<file path="src/rtl/stopwatch_ctrl_lap.sv">
// stopwatch_ctrl_lap
//   Stopwatch controller. It sits between the debounce/one-pulse stage and the
//   7-segment display mux. A single 4-state FSM (IDLE/RUN/LAP/PAUSE) handles
//   both start/stop and lap/reset. A prescaler produces the count tick. The
//   time is kept as a BCD MM:SS counter. Lap snapshots go into a circular
//   memory that can be read back.
//
// Parameters:
//   TICK_DIV  - clk_100 cycles per count tick
//   MIN_MAX   - largest minute value (0..99)
//   LAP_DEPTH - number of stored laps (power of 2, >= 2)
//   AUTO_STOP - 1: stop at max time, 0: wrap to 00:00
//
// Ports:
//   clk_100      in   system clock
//   rst_n        in   asynchronous active-low reset
//   start_stop_p in   single-cycle start/stop pulse
//   lap_reset_p  in   single-cycle lap/reset pulse
//   lap_rd_idx   in   lap entry to read, 0 = most recent
//   disp_bcd     out  live time, or the frozen lap while in LAP
//   cur_bcd      out  live counter {min_t,min_u,sec_t,sec_u}
//   lap_rd_bcd   out  selected lap entry (registered, 0 if not valid)
//   lap_count    out  number of valid lap entries, saturating at LAP_DEPTH
//   running      out  high in RUN and LAP
//   lap_active   out  high in LAP
//   overflow     out  sticky, set when the count reaches max time
module stopwatch_ctrl_lap #(
    parameter int TICK_DIV  = 100,
    parameter int MIN_MAX   = 59,
    parameter int LAP_DEPTH = 4,
    parameter int AUTO_STOP = 1
) (
    input  logic                         clk_100,
    input  logic                         rst_n,
    input  logic                         start_stop_p,
    input  logic                         lap_reset_p,
    input  logic [$clog2(LAP_DEPTH)-1:0] lap_rd_idx,
    output logic [15:0]                  disp_bcd,
    output logic [15:0]                  cur_bcd,
    output logic [15:0]                  lap_rd_bcd,
    output logic [$clog2(LAP_DEPTH):0]   lap_count,
    output logic                         running,
    output logic                         lap_active,
    output logic                         overflow
);

    localparam int IW = $clog2(LAP_DEPTH);
    localparam int CW = IW + 1;
    localparam int PW = (TICK_DIV > 1) ? $clog2(TICK_DIV) : 1;
    localparam logic [PW-1:0] PRESC_LAST = PW'(TICK_DIV - 1);
    localparam logic [15:0] MAX_BCD = {4'(MIN_MAX / 10), 4'(MIN_MAX % 10), 4'd5, 4'd9};
    localparam logic [CW-1:0] COUNT_FULL = CW'(LAP_DEPTH);

    typedef enum logic [1:0] {
        IDLE  = 2'd0,
        RUN   = 2'd1,
        LAP   = 2'd2,
        PAUSE = 2'd3
    } state_t;

    state_t          state;
    state_t          state_nxt;
    logic [PW-1:0]   presc;
    logic [PW-1:0]   presc_nxt;
    logic [15:0]     cnt_nxt;
    logic [15:0]     snap;
    logic [15:0]     lap_mem [LAP_DEPTH];
    logic [IW-1:0]   wr_ptr;
    logic [IW-1:0]   rd_addr;
    logic            rd_valid;
    logic            counting;
    logic            tick;
    logic            capture;
    logic            clear;
    logic            ovf_set;

    // Next-state, tick and BCD increment decode. start_stop_p is tested
    // first in every state, so it wins over lap_reset_p. An auto-stop at
    // max time overrides the pulse decode and also cancels a lap capture.
    always_comb begin
        counting  = (state == RUN) || (state == LAP);
        tick      = counting && (presc == PRESC_LAST);
        state_nxt = state;
        capture   = 1'b0;
        clear     = 1'b0;
        ovf_set   = 1'b0;
        cnt_nxt   = cur_bcd;

        case (state)
            IDLE: begin
                if (start_stop_p) state_nxt = RUN;
            end
            RUN: begin
                if (start_stop_p) begin
                    state_nxt = PAUSE;
                end else if (lap_reset_p) begin
                    state_nxt = LAP;
                    capture   = 1'b1;
                end
            end
            LAP: begin
                if (start_stop_p)     state_nxt = PAUSE;
                else if (lap_reset_p) state_nxt = RUN;
            end
            PAUSE: begin
                if (start_stop_p) begin
                    state_nxt = RUN;
                end else if (lap_reset_p) begin
                    state_nxt = IDLE;
                    clear     = 1'b1;
                end
            end
            default: state_nxt = IDLE;
        endcase

        if (tick) begin
            if (cur_bcd == MAX_BCD) begin
                ovf_set = 1'b1;
                if (AUTO_STOP != 0) begin
                    state_nxt = PAUSE;
                    capture   = 1'b0;
                end else begin
                    cnt_nxt = 16'h0000;
                end
            end else if (cur_bcd[3:0] != 4'd9) begin
                cnt_nxt[3:0] = cur_bcd[3:0] + 4'd1;
            end else begin
                cnt_nxt[3:0] = 4'd0;
                if (cur_bcd[7:4] != 4'd5) begin
                    cnt_nxt[7:4] = cur_bcd[7:4] + 4'd1;
                end else begin
                    cnt_nxt[7:4] = 4'd0;
                    if (cur_bcd[11:8] != 4'd9) begin
                        cnt_nxt[11:8] = cur_bcd[11:8] + 4'd1;
                    end else begin
                        cnt_nxt[11:8]  = 4'd0;
                        cnt_nxt[15:12] = cur_bcd[15:12] + 4'd1;
                    end
                end
            end
        end

        // The prescaler holds outside RUN/LAP, so a resumed second continues.
        if (tick)          presc_nxt = '0;
        else if (counting) presc_nxt = presc + PW'(1);
        else               presc_nxt = presc;
    end

    // Most recent entry is at wr_ptr-1. The wrap happens naturally because
    // LAP_DEPTH is a power of two.
    always_comb begin
        rd_addr  = wr_ptr - IW'(1) - lap_rd_idx;
        rd_valid = ({1'b0, lap_rd_idx} < lap_count);
    end

    // All state lives here. The IDLE-entry clear comes last, so it overrides
    // the normal updates made on the same edge.
    always_ff @(posedge clk_100 or negedge rst_n) begin
        if (!rst_n) begin
            state      <= IDLE;
            running    <= 1'b0;
            lap_active <= 1'b0;
            presc      <= '0;
            cur_bcd    <= 16'h0000;
            overflow   <= 1'b0;
            snap       <= 16'h0000;
            wr_ptr     <= '0;
            lap_count  <= '0;
            lap_rd_bcd <= 16'h0000;
            for (int i = 0; i < LAP_DEPTH; i++) lap_mem[i] <= 16'h0000;
        end else begin
            state      <= state_nxt;
            running    <= (state_nxt == RUN) || (state_nxt == LAP);
            lap_active <= (state_nxt == LAP);
            presc      <= presc_nxt;
            cur_bcd    <= cnt_nxt;
            if (ovf_set) overflow <= 1'b1;

            // The snapshot is the pre-increment value, even on a tick edge.
            if (capture) begin
                lap_mem[wr_ptr] <= cur_bcd;
                snap            <= cur_bcd;
                wr_ptr          <= wr_ptr + IW'(1);
                if (lap_count != COUNT_FULL) lap_count <= lap_count + CW'(1);
            end

            lap_rd_bcd <= rd_valid ? lap_mem[rd_addr] : 16'h0000;

            if (clear) begin
                cur_bcd   <= 16'h0000;
                presc     <= '0;
                overflow  <= 1'b0;
                wr_ptr    <= '0;
                lap_count <= '0;
                for (int i = 0; i < LAP_DEPTH; i++) lap_mem[i] <= 16'h0000;
            end
        end
    end

    assign disp_bcd = lap_active ? snap : cur_bcd;

endmodule

</file>
<file path="config.mk">
export PLATFORM = sky130hd
export DESIGN_NAME = stopwatch_ctrl_lap
export DESIGN_NICKNAME = d
export VERILOG_FILES = /design/src/rtl/stopwatch_ctrl_lap.sv
export SDC_FILE = /design/constraint.sdc
export NUM_CORES = 1
export LEC_CHECK = 0
export CELL_PAD_IN_SITES_DETAIL_PLACEMENT = 1
export CELL_PAD_IN_SITES_GLOBAL_PLACEMENT = 1
export CORE_UTILIZATION = 45
export DETAILED_ROUTE_END_ITERATION = 8
export GPL_TIMING_DRIVEN = 0
export MAX_ROUTING_LAYER = met4
export PLACE_DENSITY_LB_ADDON = 0.15
export SETUP_SLACK_MARGIN = 0.15
export SYNTH_ARGS = -nofsm -noshare
export SYNTH_HDL_FRONTEND = slang
export SYNTH_SLANG_ARGS = --single-unit
</file>
<file path="constraint.sdc">
create_clock -name clk_100 -period 3.5 [get_ports clk_100]
set_input_delay 0.525 -clock clk_100 [delete_from_list [all_inputs] [get_ports clk_100]]
set_output_delay 0.525 -clock clk_100 [all_outputs]
set_load 0.02 [all_outputs]
</file>
# Word level (Yosys, flattened, before mapping)
# Cells that the tools add are included.
[classes] addsub=9 multipliers=0 n_div=0 magnitude_cmp=4 eq_ne=15 shift=0 mux=47 bitwise_logic=2 n_reduce_logical=15
[op_table] operator="16-bit two-way mux" n=8
[op_table] operator="64-bit two-way mux" n=2
[op_table] operator="64-bit bitwise mux" n=1
[op_table] operator="16-bit binary-select mux with 2-bit select" n=1
[op_table] operator="16-bit demux with 2-bit select" n=1
[op_table] operator="2-bit two-way mux" n=11
[op_table] operator="7-bit two-way mux" n=3
[op_table] operator="4-bit by 1-bit adder with 4-bit output, second input constant" n=4
[op_table] operator="16-bit by 15-bit equality test with 1-bit output, second input constant" n=1
[op_table] operator="4-bit two-way mux" n=4
[op_table] operator="12-bit two-way mux" n=1
[op_table] operator="1-bit two-way mux" n=10
[op_table] operator="3-bit two-way mux" n=3
[op_table] operator="8-bit two-way mux" n=1
[op_table] operator="2-bit inequality test, second input constant" n=4
[op_table] operator="4-bit inequality test, second input constant" n=2
[op_table] operator="2-bit one-hot mux with 4 select lines" n=1
[op_table] operator="2-bit nonzero test" n=4
[op_table] operator="7-bit by 1-bit adder with 7-bit output, second input constant" n=1
[op_table] operator="7-bit equality test, second input constant" n=1
[op_table] operator="2-bit equality test, second input constant" n=3
[op_table] operator="3-bit >= comparator, second input constant" n=2
[op_table] operator="2-bit NOT with 3-bit output" n=2
[op_table] operator="5-bit AND reduction" n=1
[op_table] operator="16 further kinds" n=20
[word_totals] regBits=129 latch_bits=0 ramBits=0 rom_bits=0 inputBits=6 out_inout_bits=54 elab_cells=109 n_memories=0

# Longest topological paths before layout
# Gate-level depths: netlist of the first run.
[logic_depth] ltp_word=8 mapped_depth=10 mapped_depth_nobuf=8

# Least setup slack after synthesis of the first run
# No wires, ideal clock.
[synth_path] path_kind="flip-flop to flip-flop" from="register state[0]" to="register cur_bcd[7]" setup_ns=0.078 arrival_ns=2.443 required_time_ns=3.422 slack_ns=0.979 path_stages_with_launch=10 n_path_buf=2 period_less_slack_ns=2.521 path_cell_list="dfrtp_1 -> inv_1 -> ha_1 -> buf_4 -> nand4_2 -> or4_4 -> or3_1 -> clkbuf_2 -> or4_1 -> a21oi_1"
[synth_via] elab_chain_len=5 word_cells_on_any_way=11 cone_classes="5 x eq/ne; 2 x mux; 4 x reduce/logical"
[synth_lines] element="start, declared" line="61" rtl="state_t state;"
[synth_lines] element="start signal, assigned" line="172" rtl="state <= state_nxt;"
[synth_lines] element="2-bit by 1-bit equality test with 1-bit output / 2-bit equality test (equally long branches)" line="81" rtl="counting = (state == RUN) || (state == LAP);"
[synth_lines] element="1-bit logical OR" line="81"
[synth_lines] element="1-bit logical AND" line="82" rtl="tick = counting && (presc == PRESC_LAST);"
[synth_lines] element="2-bit nonzero test (no source line)"
[synth_lines] element="3-bit AND reduction (no source line)"
[synth_lines] element="end signal, assigned" line="176" rtl="cur_bcd <= cnt_nxt;"
[synth_lines] element="end, declared" line="39" rtl="output logic [15:0] cur_bcd,"
# Parallel ways exist; a longest one is shown, timed or not.
# A chain may end at the register's enable or synchronous reset.

# Worst setup path in the final report of the first run
[layout_path] from="register cur_bcd[5]" to="register lap_mem[54] (netlist name)"
[layout_via] elab_chain_len=4
[layout_lines] element="16-bit by 15-bit equality test with 1-bit output" line="117" rtl="if (cur_bcd == MAX_BCD) begin"
[layout_lines] element="1-bit two-way mux" line="117"
[layout_lines] element="1-bit two-way mux" line="116" rtl="if (tick) begin"
[layout_lines] element="2-bit nonzero test (no source line)"
[layout_lines] element="end signal, assigned by index" line="181" rtl="lap_mem[wr_ptr] <= cur_bcd;"
[layout_lines] element="end, declared" line="67" rtl="logic [15:0] lap_mem [LAP_DEPTH];"
# No other way between the ends.

==> results of run 1 <==
-- registers in the layout (all words and copies together) (netlist names), 2 cells and up --
name / cells
snap: 16
lap_count: 3
cur_bcd: 16
wr_ptr: 2
presc: 7
lap_rd_bcd: 16
lap_mem: 64
state: 2
-- final cells by class --
| type | count | area, um2 |
|---|---|---|
| clock buffers | 20 | 457 |
| multi-input cells | 436 | 2720 |
| clock inverters | 11 | 90.1 |
| inverters | 15 | 56.3 |
| plain buffers | 50 | 204 |
| diodes | 1 | 2.50 |
| well taps | 176 | 220 |
| fillers | 1509 | 5750 |
| flip-flops and latches | 129 | 3230 |
| repair buffers | 60 | 619 |
-- cell usage in the layout (no fill, tap or decap), drive strengths merged, types with 4 or more instances in the layout --
master / count
dfrtp: 129
mux2: 27
clkinv: 6
clkdlybuf4s50: 58
o22ai: 17
clkbuf: 55
a21oi: 63
nand3: 24
clkinvlp: 4
a21boi: 5
nor2: 26
nand2: 119
o21ai: 33
mux2i: 37
buf: 17
nor3: 7
ha: 22
nand3b: 7
xnor2: 5
nor4: 5
and2: 5
inv: 15
-- metal layers --
layer  vias up  part of all wire, %  routed length, um
li1       2329                    -                  -
met1      2578                   42               7680
met2       108                   51               9190
met3        25                  4.9                888
met4         0                  1.9                346
met5         -                    0                  0
-- critical path, delay by kind of cell, from the launching register on --
kind            cells  cell delay (ns)
compound gates      2             0.36
simple gates        3             0.75
flops               1             0.40
fa+ha+maj           1             0.22
buf+inv             4             1.20
-- logic make-up after synthesis --
logic type | synth area share [%]
multiplexers | 10.9
AND/OR/NAND/NOR | 15.3
flip-flops | 52.0
buffers and inverters | 4.20
XOR/XNOR | 1.13
adder cells (fa/ha/maj) | 4.44
AO/OA/AOI/OAI | 12.0
-- repair_timing --
| item | 4_1_cts | 5_1_grt |
|---|---|---|
| resized for setup | 0 | 1 |
| endpoints found under the hold margin | 0 | 0 |
| setup endpoints to repair | 0 | 24 |
| hold buffers | 0 | 0 |
-- path summary, 6_finish.rpt --
| check | depth (start not counted) | slack (ns) | endpoint |
|---|---|---|---|
| setup / recovery | 10 | 0.40 | lap_mem[54] |
| hold / removal | 1 | 0.08 | lap_rd_bcd[14] |
| setup reg to reg | 10 | 0.40 | lap_mem[54] |
| hold reg to reg | 2 | 0.50 | lap_mem[26] |
| max in group asynchronous | 2 | 2.66 | snap[13] |
| min in group clk_100 | 2 | 0.50 | lap_mem[26] |
-- power by group through the flow --
stage	Clock (uW)	Sequential, uW	Combinational (uW)
2_1_floorplan	0	2390	1470
3_3_place_gp	0	2300	2440
3_5_place_dp	0	2340	2540
4_1_cts	1670	2320	2570
5_1_grt	1730	2380	2780
6_report	1650	2320	2550
-- metrics by stage --
stage	power, uW	TNS, ns
2_1_floorplan	3870	0
3_3_place_gp	4750	-419.61
6_report	6520	0
3_5_place_dp	4890	0
4_1_cts	6570	0
5_1_grt	6890	0
==> run summary, run 1 <==
Slew @ Worst Pin - 0.913 ns
Final Wtd Congestion - 0.818
Total number of yosys warnings - 0
Antenna violations before repair - 1
FP Rows - 42
Hold/Removal Path Class - input port to asynchronous set/reset pin
Global route hottest layer - met2
Fin util - 56.9%
Comb pwr share - 39.1%
Critical path fanouts, max - 10
Initial core utilization - 46.5%
Top-Level Pins - 60
Crit path largest cell delay - 0.43 ns
Sw Share - 38.1%
Cell count after synthesis - 630
CP startpoint - cur_bcd[5]
Nets - 737
Mapped Area - 6200 um2
Worst skew pair latency - 0.42 ns
Worst relative slew slack - 39.1%
Post-Layout Inst Area - 7600 um2
Routed wire length - 18100 um
Vias in the first global route - 5530
Global-route wire length before repair - 29200 um
Number of H-tree levels - 4
Period Utilization, post-route - 88.5%
Cell Area, Placed - 7040 um2
Placed cells - 866
Hold Vio Cnt, Final - 0
Remaining antenna violation count - 0
Worst Path Arrival - 3.37 ns
Die ar. - 14300 um2
Worst Skew - 0.00683 ns
Number of synthesized flops with an enable pin - 0
Hold slack - 0.0791 ns
Crit Path Category - flip-flop to flip-flop
Pin count of the biggest net entering global routing - 70
Clk network pwr share - 25.3%
Final Max Slew Viols - 0
CP max-delay cell - clkbuf_1
RR Startpoint - cur_bcd[5]
Fmax - 323 MHz
Final worst slack - 0.401 ns
Routing usage on met1 - 33.0%
Clock Pin Slew Worst Setup and Hold Paths - 0.06 ns
Drt via density - 5.61
Synth area leaders - dfrtp_1 (52%), nand2_1 (7.2%), mux2i_1 (6.0%), a21oi_1 (5.1%), mux2_2 (4.9%)
Grt met2 use - 47.3%
VDD IR max - 0.000469 V
Final setup viols - 0
Die width - 119 um
Post-synth cell types - 45
Grt ovf - 0
Psw - 2490 uW
Post-DR wirelength/cell - 20.2 um
Clock buffer count from CTS - 17
Drc violations - 0
Most frequent cell after synthesis - dfrtp_1
Post-DP HPWL - 12400 um
Area of the core - 13300 um2
GRT Overall Usage - 28.0%
Via count - 5040
Pre-CTS setup slack - 0.244 ns
Status - complete, no violations
Main synth FF type - dfrtp_1
Type of origin of the critical path - flip-flop
Initial drt markers - 246
Area Growth Syn to Fin - 22.5%
Clock tree buffer depth - 2
Crit. End Element - flip-flop
Pwr/cell area - 859 nW/um2
CTS Sinks - 129
Die height - 119 um
Async SR Flop Fraction - 100%
Share of the synthesized area in the top cell type - 52.0%
RSZ-0062 raised after global routing - false
Most frequent CP cell - clkbuf_1
Worst path cell trace - clkbuf_1 > inv_1 > ha_1 > nand3b_1 > nor4_2 > clkbuf_1 > a21boi_0 > clkbuf_1 > nand2_1 > a21oi_1
Reg power frac - 35.6%
Fraction of layout cells with a size suffix above 1 - 10.5%
Leakage - 0.00336 uW
Synth top cells by count - dfrtp_1 (129), nand2_1 (119), a21oi_1 (63)
Yosys reg bits - 129
Largest area contributor in the netlist - dfrtp_1
Post-synthesis sequential area ratio - 52.0%
Final non-filler cell total - 898
CTS tree - built
Worst endpoint required time - 3.77 ns
Met3 usage - 6.32%
Avg Inst Size Synth - 9.84 um2
Internal power - 4040 uW
DRT Pass-1 Iters - 4
Port Buf Inserts - 59
Post-CTS Setup Bufs - 0
Max-cap violation count - 0
Crit path time final - 3.10 ns
Post-Syn Nets - 658
Root buffer cell - clkbuf_16
Note: power is estimated with default switching activity, not from simulation.
==> inputs of run 2 (changes only) <==
--- a/config.mk
+++ b/config.mk
@@ -7,6 +7,7 @@
 export LEC_CHECK = 0
 export CELL_PAD_IN_SITES_DETAIL_PLACEMENT = 1
 export CELL_PAD_IN_SITES_GLOBAL_PLACEMENT = 1
+export CORE_ASPECT_RATIO = 2
 export CORE_UTILIZATION = 45
 export DETAILED_ROUTE_END_ITERATION = 8
 export GPL_TIMING_DRIVEN = 0
==> run summary, run 2 (synthesis gave the netlist of run 1 again) <==
Routed wire length - 19300 um (was 18100 um)
Cell Area, Placed - 7020 um2 (was 7040 um2)
Register area - 3230 um2 (unchanged)
Hold/Removal Path Class - input port to asynchronous set/reset pin (unchanged)
Post-DP HPWL - 13200 um (was 12400 um)
Top-Level Pins - 60 (unchanged)
Critical path fanouts, max - 10 (unchanged)
Post-CTS Setup Bufs - 0 (unchanged)
Pwr/cell area - 888 nW/um2 (was 859 nW/um2)
CP max-delay cell - nor4_1 (was clkbuf_1)
Final Wtd Congestion - 0.849 (was 0.818)
Initial core utilization - 46.2% (was 46.5%)
FF-to-FF path depth - 10 (unchanged)
VDD IR max - 0.000479 V (was 0.000469 V)
Port Buf Inserts - 59 (unchanged)
Clock Pin Slew Worst Setup and Hold Paths - 0.07 ns (was 0.06 ns)
Crit. End Element - flip-flop (unchanged)
Area of the core - 13400 um2 (was 13300 um2)
Clock buffer count from CTS - 17 (unchanged)
Most flops, register - lap_mem (unchanged)
Fraction of layout cells with a size suffix above 1 - 10.8% (was 10.5%)
Nets - 737 (unchanged)
Critical path capture point - running (was lap_mem[54])
Antenna violations before repair - 0 (was 1)
Clock tree buffer depth - 2 (unchanged)
CTS tree - built (unchanged)
Placed cells - 845 (was 866)
Global-route wire length before repair - 31000 um (was 29200 um)
Period Utilization, post-route - 89.9% (was 88.5%)
Worst skew pair latency - 0.43 ns (was 0.42 ns)
Cts hold-fix bufs - 0 (unchanged)
Number of flip-flops under the largest register name - 64 (unchanged)
Status - complete, no violations (unchanged)
Most frequent cells in the layout - dfrtp_1 (129), nand2_1 (119), a21oi_1 (63) (unchanged)
Tot Pwr - 6770 uW (was 6520 uW)
Area Growth Syn to Fin - 23.1% (was 22.5%)
Crit Path Category - flip-flop to flip-flop (unchanged)
Commonest non-fill, non-tap cell in the layout - dfrtp_1 (unchanged)
Remaining antenna violation count - 0 (unchanged)
Hold Vio Cnt, Final - 0 (unchanged)
Drc violations - 0 (unchanged)
Post-Layout Inst Area - 7630 um2 (was 7600 um2)
FP Rows - 60 (was 42)
Worst endpoint required time - 3.82 ns (was 3.77 ns)
Max-cap violation count - 0 (unchanged)
Root buffer cell - clkbuf_16 (unchanged)
Leakage - 0.00339 uW (was 0.00336 uW)
Number of H-tree levels - 4 (unchanged)
RR Startpoint - state[0] (was cur_bcd[5])
Critical path depth - 10 (unchanged)
Drt via density - 5.91 (was 5.61)
Cell family with most CP delay - simple AND/OR/NAND/NOR gates (was buffers and inverters)
Fin util - 56.8% (was 56.9%)
Reg2Reg Setup Slack - 0.35 ns (was 0.40 ns)
Initial drt markers - 243 (was 246)
Die width - 85.0 um (was 119 um)
Worst path cell trace - inv_1 > ha_1 > buf_4 > nand4_2 > nor4_1 > clkbuf_1 > nand2_1 > o21a_1 > ha_1 > inv_1 (was clkbuf_1 > inv_1 > ha_1 > nand3b_1 > nor4_2 > clkbuf_1 > a21boi_0 > clkbuf_1 > nand2_1 > a21oi_1)
Fill cell count - 1532 (was 1509)
Final non-filler cell total - 877 (was 898)
CTS Sinks - 129 (unchanged)
Die ar. - 14300 um2 (about the same)
RSZ-0062 raised after global routing - false (unchanged)
Die height - 168 um (was 119 um)
CP startpoint - state[0] (was cur_bcd[5])
Pin count of the biggest net entering global routing - 70 (unchanged)
Post-CTS sizing - 0 (unchanged)
Final Max Slew Viols - 0 (unchanged)
Crit path time final - 3.15 ns (was 3.10 ns)
Critical R2R Capture - running (was lap_mem[54])
Worst Path Arrival - 3.47 ns (was 3.37 ns)
Via count - 5184 (was 5040)
Crit path largest cell delay - 0.78 ns (was 0.43 ns)
GRT Overall Usage - 29.9% (was 28.0%)
Worst Skew - 0.0141 ns (was 0.00683 ns)
Type of origin of the critical path - flip-flop (unchanged)
Fmax - 318 MHz (was 323 MHz)
DRT Pass-1 Iters - 4 (unchanged)
Worst path bufs/invs - 4 (unchanged)
Worst relative slew slack - 32.3% (was 39.1%)
Antenna Cells - 0 (was 1)
Post-DR wirelength/cell - 22.0 um (was 20.2 um)
Final setup viols - 0 (unchanged)
Vias in the first global route - 5765 (was 5530)
Area of the multi-input gates - 2720 um2 (about the same)
Grt ovf - 0 (unchanged)
Slew @ Worst Pin - 1.01 ns (was 0.913 ns)
run 2: routing by layer:
metal,part of all wire [%],global-route usage [%],vias to the layer above
li1,-,-,2331
met1,35,29.1,2633
met2,56,54.3,146
met3,3.2,4.51,74
met4,5.7,18.4,0
met5,0,-,-
run 2: worst min path at each step:
stage                          endpoint  slack, ns  cells after the start
after floorplan              cur_bcd[0]       0.23                      0
after global placement      lap_mem[62]       0.48                      2
after detailed placement    lap_mem[63]       0.49                      2
after CTS                 lap_rd_bcd[7]       0.11                      1
after global routing      lap_rd_bcd[7]       0.13                      1
final                     lap_rd_bcd[7]       0.09                      1
run 2: cell type report:
type	instances	share of cell area, %
Buffer	50	2.69
Clock buffer	18	5.75
Clock inverter	14	2.20
Inverter	15	0.738
Multi-Input combinational cell	436	35.7
Sequential cell	129	42.3
Tap cell	155	2.54
Timing Repair Buffer	60	8.11
run 2: power breakdown:
part | internal [uW] | switching, uW
sequential | 1970 | 364
combinational | 1070 | 1520
clock | 1090 | 762
total | 4130 | 2640
run 2: worst reg2reg max path: cells and delay by family (launching register included):
family,cells,cell delay [ns]
and+or+nand+nor,3,1.09
buffers and inverters,4,0.77
adders and majority gates,2,0.59
DFF,1,0.40
AOI/OAI and AO/OA,1,0.18
run 2: through the flow:
stage / setup slack [ns] / setup TNS, ns / hold slack (ns)
after detailed placement: 0.208 / 0 / 0.493
after floorplan: 0.979 / 0 / 0.229
after global routing: 0.173 / 0 / 0.133
after CTS: 0.175 / 0 / 0.112
final: 0.354 / 0 / 0.0862
after global placement: -3.16 / -405.97 / 0.481
==> inputs of run 3 (changes only) <==
--- a/config.mk
+++ b/config.mk
@@ -8,6 +8,7 @@
 export CELL_PAD_IN_SITES_DETAIL_PLACEMENT = 1
 export CELL_PAD_IN_SITES_GLOBAL_PLACEMENT = 1
 export CORE_ASPECT_RATIO = 2
+export CORE_MARGIN = 4
 export CORE_UTILIZATION = 45
 export DETAILED_ROUTE_END_ITERATION = 8
 export GPL_TIMING_DRIVEN = 0
==> run summary, run 3 (synthesis gave the netlist of run 1 again) <==
Hold slack - 0.0491 ns (was 0.0862 ns)
Fmax - 315 MHz (was 318 MHz)
Type of origin of the critical path - flip-flop (unchanged)
Root buffer cell - clkbuf_16 (unchanged)
Grt ovf - 0 (unchanged)
Post-DP HPWL - 13600 um (was 13200 um)
Worst Path Arrival - 3.44 ns (was 3.47 ns)
Clock Pin Slew Worst Setup and Hold Paths - 0.06 ns (was 0.07 ns)
Clock tree buffer depth - 2 (unchanged)
Vias in the first global route - 5685 (was 5765)
Die height - 174 um (was 168 um)
CP max-delay cell - clkbuf_1 (was nor4_1)
Worst skew pair latency - 0.42 ns (was 0.43 ns)
Critical path fanouts, max - 10 (unchanged)
Placed cells - 845 (unchanged)
Number of flip-flops under the largest register name - 64 (unchanged)
Hold Vio Cnt, Final - 0 (unchanged)
Routed wire length - 19000 um (was 19300 um)
Nets - 737 (unchanged)
Most frequent CP cell - clkbuf_1
Area of the core - 13500 um2 (was 13400 um2)
Die ar. - 15800 um2 (was 14300 um2)
Final non-filler cell total - 877 (unchanged)
Crit path largest cell delay - 0.43 ns (was 0.78 ns)
Die width - 91.0 um (was 85.0 um)
Most frequent cells in the layout - dfrtp_1 (129), nand2_1 (119), a21oi_1 (63) (unchanged)
Most flops, register - lap_mem (unchanged)
Max-cap violation count - 0 (unchanged)
FP Rows - 60 (unchanged)
Worst Skew - 0.00807 ns (was 0.0141 ns)
Final worst slack - 0.329 ns (was 0.354 ns)
Antenna violations before repair - 0 (unchanged)
Crit path time final - 3.17 ns (was 3.15 ns)
Clock buffer count from CTS - 17 (unchanged)
Hold/Removal Path Class - input port to asynchronous set/reset pin (unchanged)
Status - complete, no violations (unchanged)
DRT Pass-1 Iters - 4 (unchanged)
Initial core utilization - 45.9% (was 46.2%)
Leakage - 0.00339 uW (about the same)
VDD IR max - 0.000422 V (was 0.000479 V)
Final Max Slew Viols - 0 (unchanged)
Sum of negative setup slack - 0 ns (unchanged)
Via count - 5087 (was 5184)
Crit Path Category - flip-flop to flip-flop (unchanged)
RSZ-0062 raised after global routing - false (unchanged)
Antenna Cells - 0 (unchanged)
CTS Sinks - 129 (unchanged)
Top-Level Pins - 60 (unchanged)
Number of H-tree levels - 4 (unchanged)
Worst endpoint required time - 3.77 ns (was 3.82 ns)
GRT Overall Usage - 25.7% (was 29.9%)
Worst relative slew slack - 37.1% (was 32.3%)
Drt via density - 5.80 (was 5.91)
Period Utilization, post-route - 90.6% (was 89.9%)
Fraction of layout cells with a size suffix above 1 - 10.9% (was 10.8%)
Global-route wire length before repair - 30700 um (was 31000 um)
Drc violations - 0 (unchanged)
Pwr/cell area - 891 nW/um2 (was 888 nW/um2)
Initial drt markers - 224 (was 243)
Crit. End Element - flip-flop (unchanged)
Commonest non-fill, non-tap cell in the layout - dfrtp_1 (unchanged)
Remaining antenna violation count - 0 (unchanged)
Final Wtd Congestion - 0.870 (was 0.849)
Slew @ Worst Pin - 0.943 ns (was 1.01 ns)
Pre-CTS setup slack - 0.193 ns (was 0.208 ns)
Port Buf Inserts - 59 (unchanged)
Pin count of the biggest net entering global routing - 81 (was 70)
Post-DR wirelength/cell - 21.6 um (was 22.0 um)
Area Growth Syn to Fin - 23.6% (was 23.1%)
CTS tree - built (unchanged)
Worst path cell trace - clkbuf_1 > inv_1 > ha_1 > nand3b_1 > nor4_2 > clkbuf_1 > a21boi_0 > clkbuf_1 > nand2_1 > a21oi_1 (was inv_1 > ha_1 > buf_4 > nand4_2 > nor4_1 > clkbuf_1 > nand2_1 > o21a_1 > ha_1 > inv_1)
Final setup viols - 0 (unchanged)
## run 3: report_power, final
group	total [uW]	switching, uW	internal (uW)
combinational	2590	1520	1070
sequential	2330	364	1970
clock	1910	714	1200
total	6830	2600	4240
## run 3: metrics by stage
stage               utilization, %  cell area [um2]  power, uW
floorplan                        -             6200       3870
global placement              51.7             6990       4810
detailed placement            51.9             7020       4960
CTS                           56.6             7650       6890
global route                  56.7             7670       7220
finish                        56.7             7670       6830
## run 3: routing by layer
layer | up-vias | track usage (%) | part of all wire (%)
li1 | 2335 | - | -
met1 | 2635 | 26.1 | 37
met2 | 86 | 49.4 | 59
met3 | 31 | 3.33 | 1.8
met4 | 0 | 8.94 | 2.3
met5 | - | - | 0
## run 3: area by class of cell
cell class                      count  area (um2)
Timing Repair Buffer               60         619
Fill cell                        1525        5850
Multi-Input combinational cell    436        2740
Tap cell                          155         194
Clock buffer                       17         425
Sequential cell                   129        3230
Inverter                           15        56.3
Clock inverter                     15         205
Buffer                             50         204
## run 3: critical path, delay by kind of cell, from the launching register on
kind	cells	cell delay, ns
simple gates	3	0.84
fa+ha+maj	1	0.25
compound gates	2	0.32
buf+inv	4	1.19
flops	1	0.41
## run 3: timing repair
| item | CTS | global route |
|---|---|---|
| endpoints found under the setup margin | 0 | 32 |
| resized for setup | 0 | 3 |
| buffers inserted | 0 | 0 |
| hold endpoints to repair | 0 | 0 |
| hold buffers | 0 | 0 |
## run 3: worst paths after layout
check,from,to,slack [ns],cells past startpoint
setup / recovery,cur_bcd[5],lap_mem[61],0.33,10
hold / removal,rst_n,lap_rd_bcd[7],0.05,1
setup reg to reg,cur_bcd[5],lap_mem[61],0.33,10
hold reg to reg,snap[11],snap[11],0.51,1
max in group asynchronous,rst_n,lap_mem[38],2.67,2
min in group clk_100,snap[11],snap[11],0.51,1
